**src/rtl/dyn_pattern_det_pkg.sv**
```systemverilog
// dyn_pattern_det_pkg
//   Shared types and constants for the programmable sequence detector.
//   state_t  : detector FSM states (off / filling history / armed)
//   DEF_LEN  : pattern length held after reset (0 = unprogrammed)
//   DEF_OVL  : overlap mode held after reset
package dyn_pattern_det_pkg;

    typedef enum logic [1:0] {
        S_OFF,
        S_FILL,
        S_ARMED
    } state_t;

    localparam int unsigned DEF_LEN = 0;
    localparam logic        DEF_OVL = 1'b1;

endpackage

```
**src/rtl/dyn_pattern_det_pat_cmp.sv**
```systemverilog
// pat_cmp
//   Combinational masked compare of the candidate history against the
//   programmed pattern. Only symbols 0..len-1 take part; higher symbols
//   are ignored.
//   Ports:
//     hist_next : history including the symbol being accepted (newest at 0)
//     pat       : programmed pattern, symbol k at [k*SYM_W +: SYM_W]
//     len       : programmed length in symbols
//     match     : 1 when every enabled symbol is equal
module pat_cmp #(
    parameter int unsigned SYM_W   = 1,
    parameter int unsigned MAX_LEN = 8,
    parameter int unsigned LEN_W   = $clog2(MAX_LEN + 1)
) (
    input  logic [MAX_LEN*SYM_W-1:0] hist_next,
    input  logic [MAX_LEN*SYM_W-1:0] pat,
    input  logic [LEN_W-1:0]         len,
    output logic                     match
);

    always_comb begin
        match = 1'b1;
        for (int unsigned k = 0; k < MAX_LEN; k++) begin
            if ((LEN_W'(k) < len) &&
                (hist_next[k*SYM_W +: SYM_W] != pat[k*SYM_W +: SYM_W])) begin
                match = 1'b0;
            end
        end
    end

endmodule

```
**src/rtl/dyn_pattern_det.sv**
```systemverilog
// dyn_pattern_det
//   Runtime-programmable sequence detector on a valid-qualified symbol
//   stream, with overlapping / non-overlapping modes and a saturating
//   match counter.
//   Ports:
//     clk, rst      : clock, asynchronous active-low reset
//     cfg_we        : load cfg_pattern / cfg_len / cfg_overlap (beats valid_i)
//     cfg_pattern   : pattern, symbol cfg_len-1 arrives first, symbol 0 last
//     cfg_len       : pattern length in symbols (1..MAX_LEN legal)
//     cfg_overlap   : 1 = overlapping matches, 0 = non-overlapping
//     cnt_clr       : synchronous clear of match_count (beats increment)
//     valid_i, d_in : input symbol stream
//     pattern       : registered one-cycle match pulse
//     match_count   : saturating match count
//     cfg_err       : last loaded length was illegal
module dyn_pattern_det
    import dyn_pattern_det_pkg::*;
#(
    parameter int unsigned SYM_W   = 1,
    parameter int unsigned MAX_LEN = 8,
    parameter int unsigned LEN_W   = $clog2(MAX_LEN + 1),
    parameter int unsigned CNT_W   = 8
) (
    input  logic                     clk,
    input  logic                     rst,
    input  logic                     cfg_we,
    input  logic [MAX_LEN*SYM_W-1:0] cfg_pattern,
    input  logic [LEN_W-1:0]         cfg_len,
    input  logic                     cfg_overlap,
    input  logic                     cnt_clr,
    input  logic                     valid_i,
    input  logic [SYM_W-1:0]         d_in,
    output logic                     pattern,
    output logic [CNT_W-1:0]         match_count,
    output logic                     cfg_err
);

    localparam logic [LEN_W-1:0] LEN_MAX = LEN_W'(MAX_LEN);

    state_t                   state;
    logic [MAX_LEN*SYM_W-1:0] hist;
    logic [MAX_LEN*SYM_W-1:0] pat_r;
    logic [LEN_W-1:0]         len_r;
    logic [LEN_W-1:0]         fill;
    logic                     ovl_r;

    logic [MAX_LEN*SYM_W-1:0] hist_next;
    logic [LEN_W-1:0]         fill_next;
    logic                     accept;
    logic                     cmp_match;
    logic                     match_now;
    logic                     cfg_bad;

    // Shifting left drops the oldest symbol and puts the new one at index 0.
    assign hist_next = (hist << SYM_W) |
                       {{((MAX_LEN-1)*SYM_W){1'b0}}, d_in};
    assign fill_next = (fill == LEN_MAX) ? fill : fill + 1'b1;
    assign accept    = valid_i && !cfg_we && (state != S_OFF);
    assign match_now = accept && (fill_next >= len_r) && cmp_match;
    assign cfg_bad   = (cfg_len == '0) || (cfg_len > LEN_MAX);

    pat_cmp #(
        .SYM_W   (SYM_W),
        .MAX_LEN (MAX_LEN),
        .LEN_W   (LEN_W)
    ) u_pat_cmp (
        .hist_next (hist_next),
        .pat       (pat_r),
        .len       (len_r),
        .match     (cmp_match)
    );

    always_ff @(posedge clk or negedge rst) begin
        if (!rst) begin
            state       <= S_OFF;
            hist        <= '0;
            fill        <= '0;
            pat_r       <= '0;
            len_r       <= LEN_W'(DEF_LEN);
            ovl_r       <= DEF_OVL;
            pattern     <= 1'b0;
            match_count <= '0;
            cfg_err     <= 1'b0;
        end else begin
            pattern <= 1'b0;

            if (cfg_we) begin
                pat_r   <= cfg_pattern;
                len_r   <= cfg_len;
                ovl_r   <= cfg_overlap;
                hist    <= '0;
                fill    <= '0;
                cfg_err <= cfg_bad;
                state   <= cfg_bad ? S_OFF : S_FILL;
            end else if (accept) begin
                hist    <= hist_next;
                pattern <= match_now;
                // Non-overlapping: a match consumes its symbols, so refill.
                if (match_now && !ovl_r) begin
                    fill  <= '0;
                    state <= S_FILL;
                end else begin
                    fill  <= fill_next;
                    state <= (fill_next >= len_r) ? S_ARMED : S_FILL;
                end
            end

            if (cnt_clr) begin
                match_count <= '0;
            end else if (match_now && (match_count != '1)) begin
                match_count <= match_count + 1'b1;
            end
        end
    end

endmodule
```
**config.mk**
```make
export PLATFORM = sky130hd
export DESIGN_NAME = dyn_pattern_det
export DESIGN_NICKNAME = d
export VERILOG_FILES = /design/src/rtl/dyn_pattern_det_pkg.sv /design/src/rtl/dyn_pattern_det_pat_cmp.sv /design/src/rtl/dyn_pattern_det.sv
export SDC_FILE = /design/constraint.sdc
export NUM_CORES = 1
export LEC_CHECK = 0
export ABC_AREA = 0
export BUFFER_PORTS_ARGS = -buffer_cell sky130_fd_sc_hd__buf_4
export CAP_MARGIN = 20
export CORE_ASPECT_RATIO = 0.75
export CORE_MARGIN = 1
export CORE_UTILIZATION = 45
export CTS_CLUSTER_DIAMETER = 80
export DETAILED_ROUTE_END_ITERATION = 12
export PLACE_DENSITY = 0.72
export SYNTH_ARGS = -nofsm -noshare
export SYNTH_HDL_FRONTEND = slang
export SYNTH_SLANG_ARGS = --single-unit
```
**constraint.sdc**
```tcl
create_clock -name clk -period 2.4 [get_ports clk]
set_clock_uncertainty 0.05 [all_clocks]
set_input_delay 0.6 -clock clk [delete_from_list [all_inputs] [get_ports clk]]
set_output_delay 0.6 -clock clk [all_outputs]
set_load 0.01 [all_outputs]
```
# [After elaboration in Yosys (flattened, before gate mapping)]
# Cells that the tools add are included.
[totals] inputBits=19 reg_bits=36 output_inout_bits=10 wordCells=76
[classes] n_bitwise=1 add_sub_neg=2 n_eq_ne=10 muxes=23 magnitude_cmp=10 reduce_logical=21
[op_table] operator="3-bit by 4-bit less-than comparator with 1-bit output (first input constant)" n=4
[op_table] operator="4-bit two-way mux" n=4
[op_table] operator="8-bit two-way mux" n=2
[op_table] operator="1-bit logical AND" n=14
[op_table] operator="7-bit two-way mux" n=2
[op_table] operator="1-bit two-way mux" n=11
[op_table] operator="8-bit by 1-bit adder with 8-bit output (second input constant)" n=1
[op_table] operator="1-bit by 4-bit less-than comparator with 1-bit output (first input constant)" n=2
[op_table] operator="2-bit by 4-bit less-than comparator with 1-bit output (first input constant)" n=2
[op_table] operator="2-bit two-way mux" n=4
[op_table] operator="1-bit != test" n=8
[op_table] operator="8-bit != test (second input constant)" n=1
[op_table] operator="8-bit by 1-bit OR with 8-bit output" n=1
[op_table] operator="2-bit nonzero test" n=3
[op_table] operator="4-bit by 1-bit adder with 4-bit output (second input constant)" n=1
[op_table] operator="4-bit equality test (second input constant)" n=1
[op_table] operator="4-bit greater-or-equal comparator" n=1
[op_table] operator="4-bit greater-than comparator (second input constant)" n=1
[op_table] operator="4-bit zero test" n=1
[op_table] operator="1-bit zero test" n=2
[op_table] operator="1-bit logical OR" n=1

# [Depth between registers and ports, before layout]
[logic_depth] depth_word=16 ltp_mapped=14 mapped_depth_nobuf=12

# [By module]
# A second synthesis with hierarchy kept.
[unflattened] cells_unflattened=163 area_unflattened_um2=1821.7
[by_module_without_submodules] mod="dyn_pattern_det" cells_each=145 seq_area_each_um2=902.1 n_inst=1 area_per_inst_um2=1674.1
[by_module_without_submodules] mod="pat_cmp" cells_each=18 seq_area_each_um2=0.0 n_inst=1 area_per_inst_um2=147.6

# [Least setup slack after synthesis]
# Ideal clock, no wire load.
[synth_timing] path_type="register to register" start="reg fill[0]" end="reg match_count[4]" required_ns=2.225 arrival_ns=2.385 path_stages_with_launch=13 path_slack_ns=-0.159 setup_ns=0.125 path_buffers=1 period_less_slack_ns=2.559 path_cell_list="dfrtp_1 inv_1 ha_1 nand2_1 nor2_1 xnor2_1 ha_1 o21ai_0 a221oi_2 o211ai_1 buf_2 nor4b_1 mux2_2"
[synth_via] elab_chain_cells=7 elab_cells_between_ends=8 cone_classes="1 x add/sub; 1 x order compare; 1 x eq/ne; 1 x mux; 4 x reduce/logical"
[synth_rtl] item="from (decl)" line_no="dyn_pattern_det.sv:44" source="logic [LEN_W-1:0] fill;"
[synth_rtl] item="from (signal assigned)" line_no="dyn_pattern_det.sv:103" source="fill <= fill_next;"
[synth_rtl] item="4-bit by 1-bit adder with 4-bit output or 4-bit equality test (tied branches)" line_no="dyn_pattern_det.sv:57" source="assign fill_next = (fill == LEN_MAX) ? fill : fill + 1'b1;"
[synth_rtl] item="4-bit two-way mux *" line_no="dyn_pattern_det.sv:57"
[synth_rtl] item="4-bit greater-or-equal comparator *" line_no="dyn_pattern_det.sv:59" source="assign match_now = accept && (fill_next >= len_r) && cmp_match;"
[synth_rtl] item="1-bit logical AND * (2 in series)" line_no="dyn_pattern_det.sv:59"
[synth_rtl] item="1-bit logical AND *" line_no="dyn_pattern_det.sv:110" source="end else if (match_now && (match_count != '1)) begin"
[synth_rtl] item="2-bit nonzero test (no line) *"
[synth_rtl] item="to (signal assigned)" line_no="dyn_pattern_det.sv:111" source="match_count <= match_count + 1'b1;"
[synth_rtl] item="to (decl)" line_no="dyn_pattern_det.sv:34" source="output logic [CNT_W-1:0] match_count,"
# Every way passes the cells marked *; elsewhere a longest branch is shown, timed or not.
# A chain may end at the register's enable or synchronous reset.

# [Final worst setup path]
[layout_timing] start="reg fill[0]" end="reg match_count[0]"
# The elaborated chain is that of the path after synthesis.

==> impl_metrics.ini <==
[sta]
setup_ws_ps = -168
rsz0062_at_grt = yes
fmax_ghz = 0.389
whs_ps = 200
worstMarginPinSlew_ps = 454
hold_viol = 0
maxSlewHeadroom_pct = 69.7
finalSetupViolCount = 12
period_share_pct = 107
slew_violations = 0
finalCriticalPeriod_ps = 2570
tns_ps = -1340

[setup_path]
slowest_stage = dfrtp_1
end_kind = flip-flop
crit_cells = 14
crit_arrival_ps = 2740
path_buf_inv = 3
crit_required_ps = 2570
timing.critical_path.slowest_cell_delay_ps = 410
cp_max_fo = 7
criticalPathCategory = reg2reg
crit_chain = inv_2, ha_4, nand2_4, nand2_2, mux2i_1, ha_2, o21a_1, nor2_2, a221oi_2, o211ai_1, buf_4, buf_6, or3_4, a21oi_2
r2r_setup_slack_ps = -170
reg2regPathDepth = 14
crit_path_start_kind = flip-flop
crit_family = compound AO/OA/AOI/OAI gates

[cells_and_area]
nets = 251
final_core_util_pct = 63.1
final_cells = 278
final_cell_area_um2 = 2420
syn2layout_area_growth_pct = 29.1
antenna_cells = 0
drive_gt1_share_pct = 36.3

[placement]
portBuffers = 28
pre_cts_ws_ps = -185
finalWeightedCongestion = 0.817
placed_area_um2 = 2210
dp_hpwl_um = 2900
placed_cells = 265

[pwr]
peakVddDrop_mv = 0.428
p_per_area_nw_per_um2 = 582
cellLeakagePower_nw = 1.08
totalPowerFinal_mw = 1.41

[synthesis]
yosysUniqueCellTypes = 40
syn_area_um2 = 1870
synth_seq_cells = 36
synth_seq_area_share_pct = 48.2
syn-num-nets = 211
syn_avg_cell_area_um2 = 10.1
synth_top_area_share_pct = 46.8
ys_warn_count = 0
yosys-top-cells-area = dfrtp_1, mux2_2, nand2_1
synthCells = 185
synth_top_area_cell = dfrtp_1

[worst_hold_path]
min_path_type = in2async

[global_route]
overflow = 0
grtUsageTotal_pct = 20.7
grt_max_degree = 37
grt_pass1_vias = 1431
antenna_found_initial = 0
grt_pass1_wl_um = 6960

[routing]
num_vias = 1507
wl_per_cell_um = 14.4
drtAntennaViolNets = 0
drt_wl_total_um = 4000
initialDrtViolationCount = 92
avgViaCountPerCell = 5.42
first_pass_iters = 4
drc_errors = 0

[clocking]
cts.sinks = 36
htree_levels = 2
clock_path_buffers = 2
cts_tree = done
cts-buffers-inserted = 5
root_buffer = clkbuf_8
clkTransAtPathRegs_ps = 70
clock_latency_ps = 290

[floorplanning]
start_util_pct = 48.9
fp.dieH_um = 57.9
io_pins = 29
core_um2 = 3830
dieArea_um2 = 4420
rows = 19
die_width_um = 76.5

[status]
status = complete, but fails checks
violations = setup timing

[job]
maxCapViolations = 0
==> synth_stat cells (all sizes together) <==
cell / instances
xor2: 7
o22ai: 1
nor4b: 1
and2: 1
or3: 3
nand2b: 2
o21ai: 10
inv: 9
mux2i: 1
or4: 3
o41ai: 1
nor2b: 1
and3: 2
o211a: 1
or3b: 1
a22oi: 1
o211ai: 2
buf: 3
nor3: 2
ha: 7
and4b: 1
nand2: 25
xnor2: 4
o21a: 4
dfstp: 1
clkbuf: 5
a221oi: 1
o31ai: 5
and4: 1
a211oi: 1
nor2: 9
mux2: 11
dfrtp: 35
nand3: 4
a22o: 3
a21oi: 16
==> state kept, by name (all words and copies together) (netlist names) <==
signal / cells
pattern: 1
state: 2
match_count: 8
hist: 7
fill: 4
cfg_err: 1
pat_r: 8
len_r: 4
ovl_r: 1
==> cell families after synthesis <==
logic type | Yosys count | share of synthesized area [%]
compound gates | 46 | 15.9
xor+xnor | 11 | 5.55
flops | 36 | 48.2
mux | 12 | 7.15
fa+ha+maj | 7 | 4.68
buf+inv | 17 | 3.54
simple gates | 56 | 15.0
==> cells in the final DEF (no fill, tap or decap), types with 3 or more instances in the layout <==
| cell type | count |
|---|---|
| xor2_1 | 7 |
| a22o_1 | 3 |
| mux2_2 | 10 |
| a21oi_2 | 3 |
| nor2_1 | 7 |
| clkbuf_8 | 5 |
| or4_1 | 3 |
| buf_4 | 40 |
| dfrtp_1 | 35 |
| o21ai_0 | 8 |
| o21a_1 | 4 |
| nand2_1 | 23 |
| ha_1 | 5 |
| inv_1 | 7 |
| nand3_1 | 4 |
| a21oi_1 | 13 |
| o31ai_1 | 5 |
==> worst paths after layout <==
kind | startpoint | end
worst max-delay path | fill[0] | match_count[0]
worst min-delay path | rst | match_count[1]
worst max register to register | fill[0] | match_count[0]
worst min register to register | cfg_err | cfg_err
max in group asynchronous | rst | ovl_r
min in group clk | cfg_err | cfg_err
==> area by class of cell <==
type	count	area (um^2)
well taps	52	65.1
fillers	320	1410
clock buffers	5	68.8
multi-input cells	132	992
inverters	9	33.8
flip-flops and latches	36	902
clock inverters	3	42.5
repair buffers	41	312
==> repair_timing <==
action / CTS / global route
hold buffers: 0 / 0
buffers inserted: 4 / 0
gates resized for setup: 12 / 3
endpoints found under the setup margin: 14 / 14
hold endpoints to repair: 0 / 0
pin swaps: 12 / 1
cloned: 1 / 0
==> worst register-to-register path: cells and delay by family, from the launching register on <==
kind                       cells  cell delay [ps]
muxes                          1               80
buffers and inverters          3              410
adders and majority gates      2              460
AOI/OAI and AO/OA              4              570
and+or+nand+nor                4              530
DFF                            1              410
==> per-layer routing <==
metal / up-vias / GRT usage, % / routed length (um)
met3: 5 / 4.72 / 213
met4: 0 / 6.59 / 36
met2: 36 / 29.7 / 1750
met5: - / 0 / 0
li1: 730 / - / -
met1: 736 / 31.2 / 2000
==> power breakdown <==
group / switching (mW) / total, mW / internal [mW] / leakage, nW
Combinational: 0.108 / 0.214 / 0.106 / 0.558
Sequential: 0.0292 / 0.669 / 0.639 / 0.467
Clock: 0.215 / 0.522 / 0.307 / 0.0541
Total: 0.353 / 1.41 / 1.05 / 1.08
(Power assumes the default switching activity.)
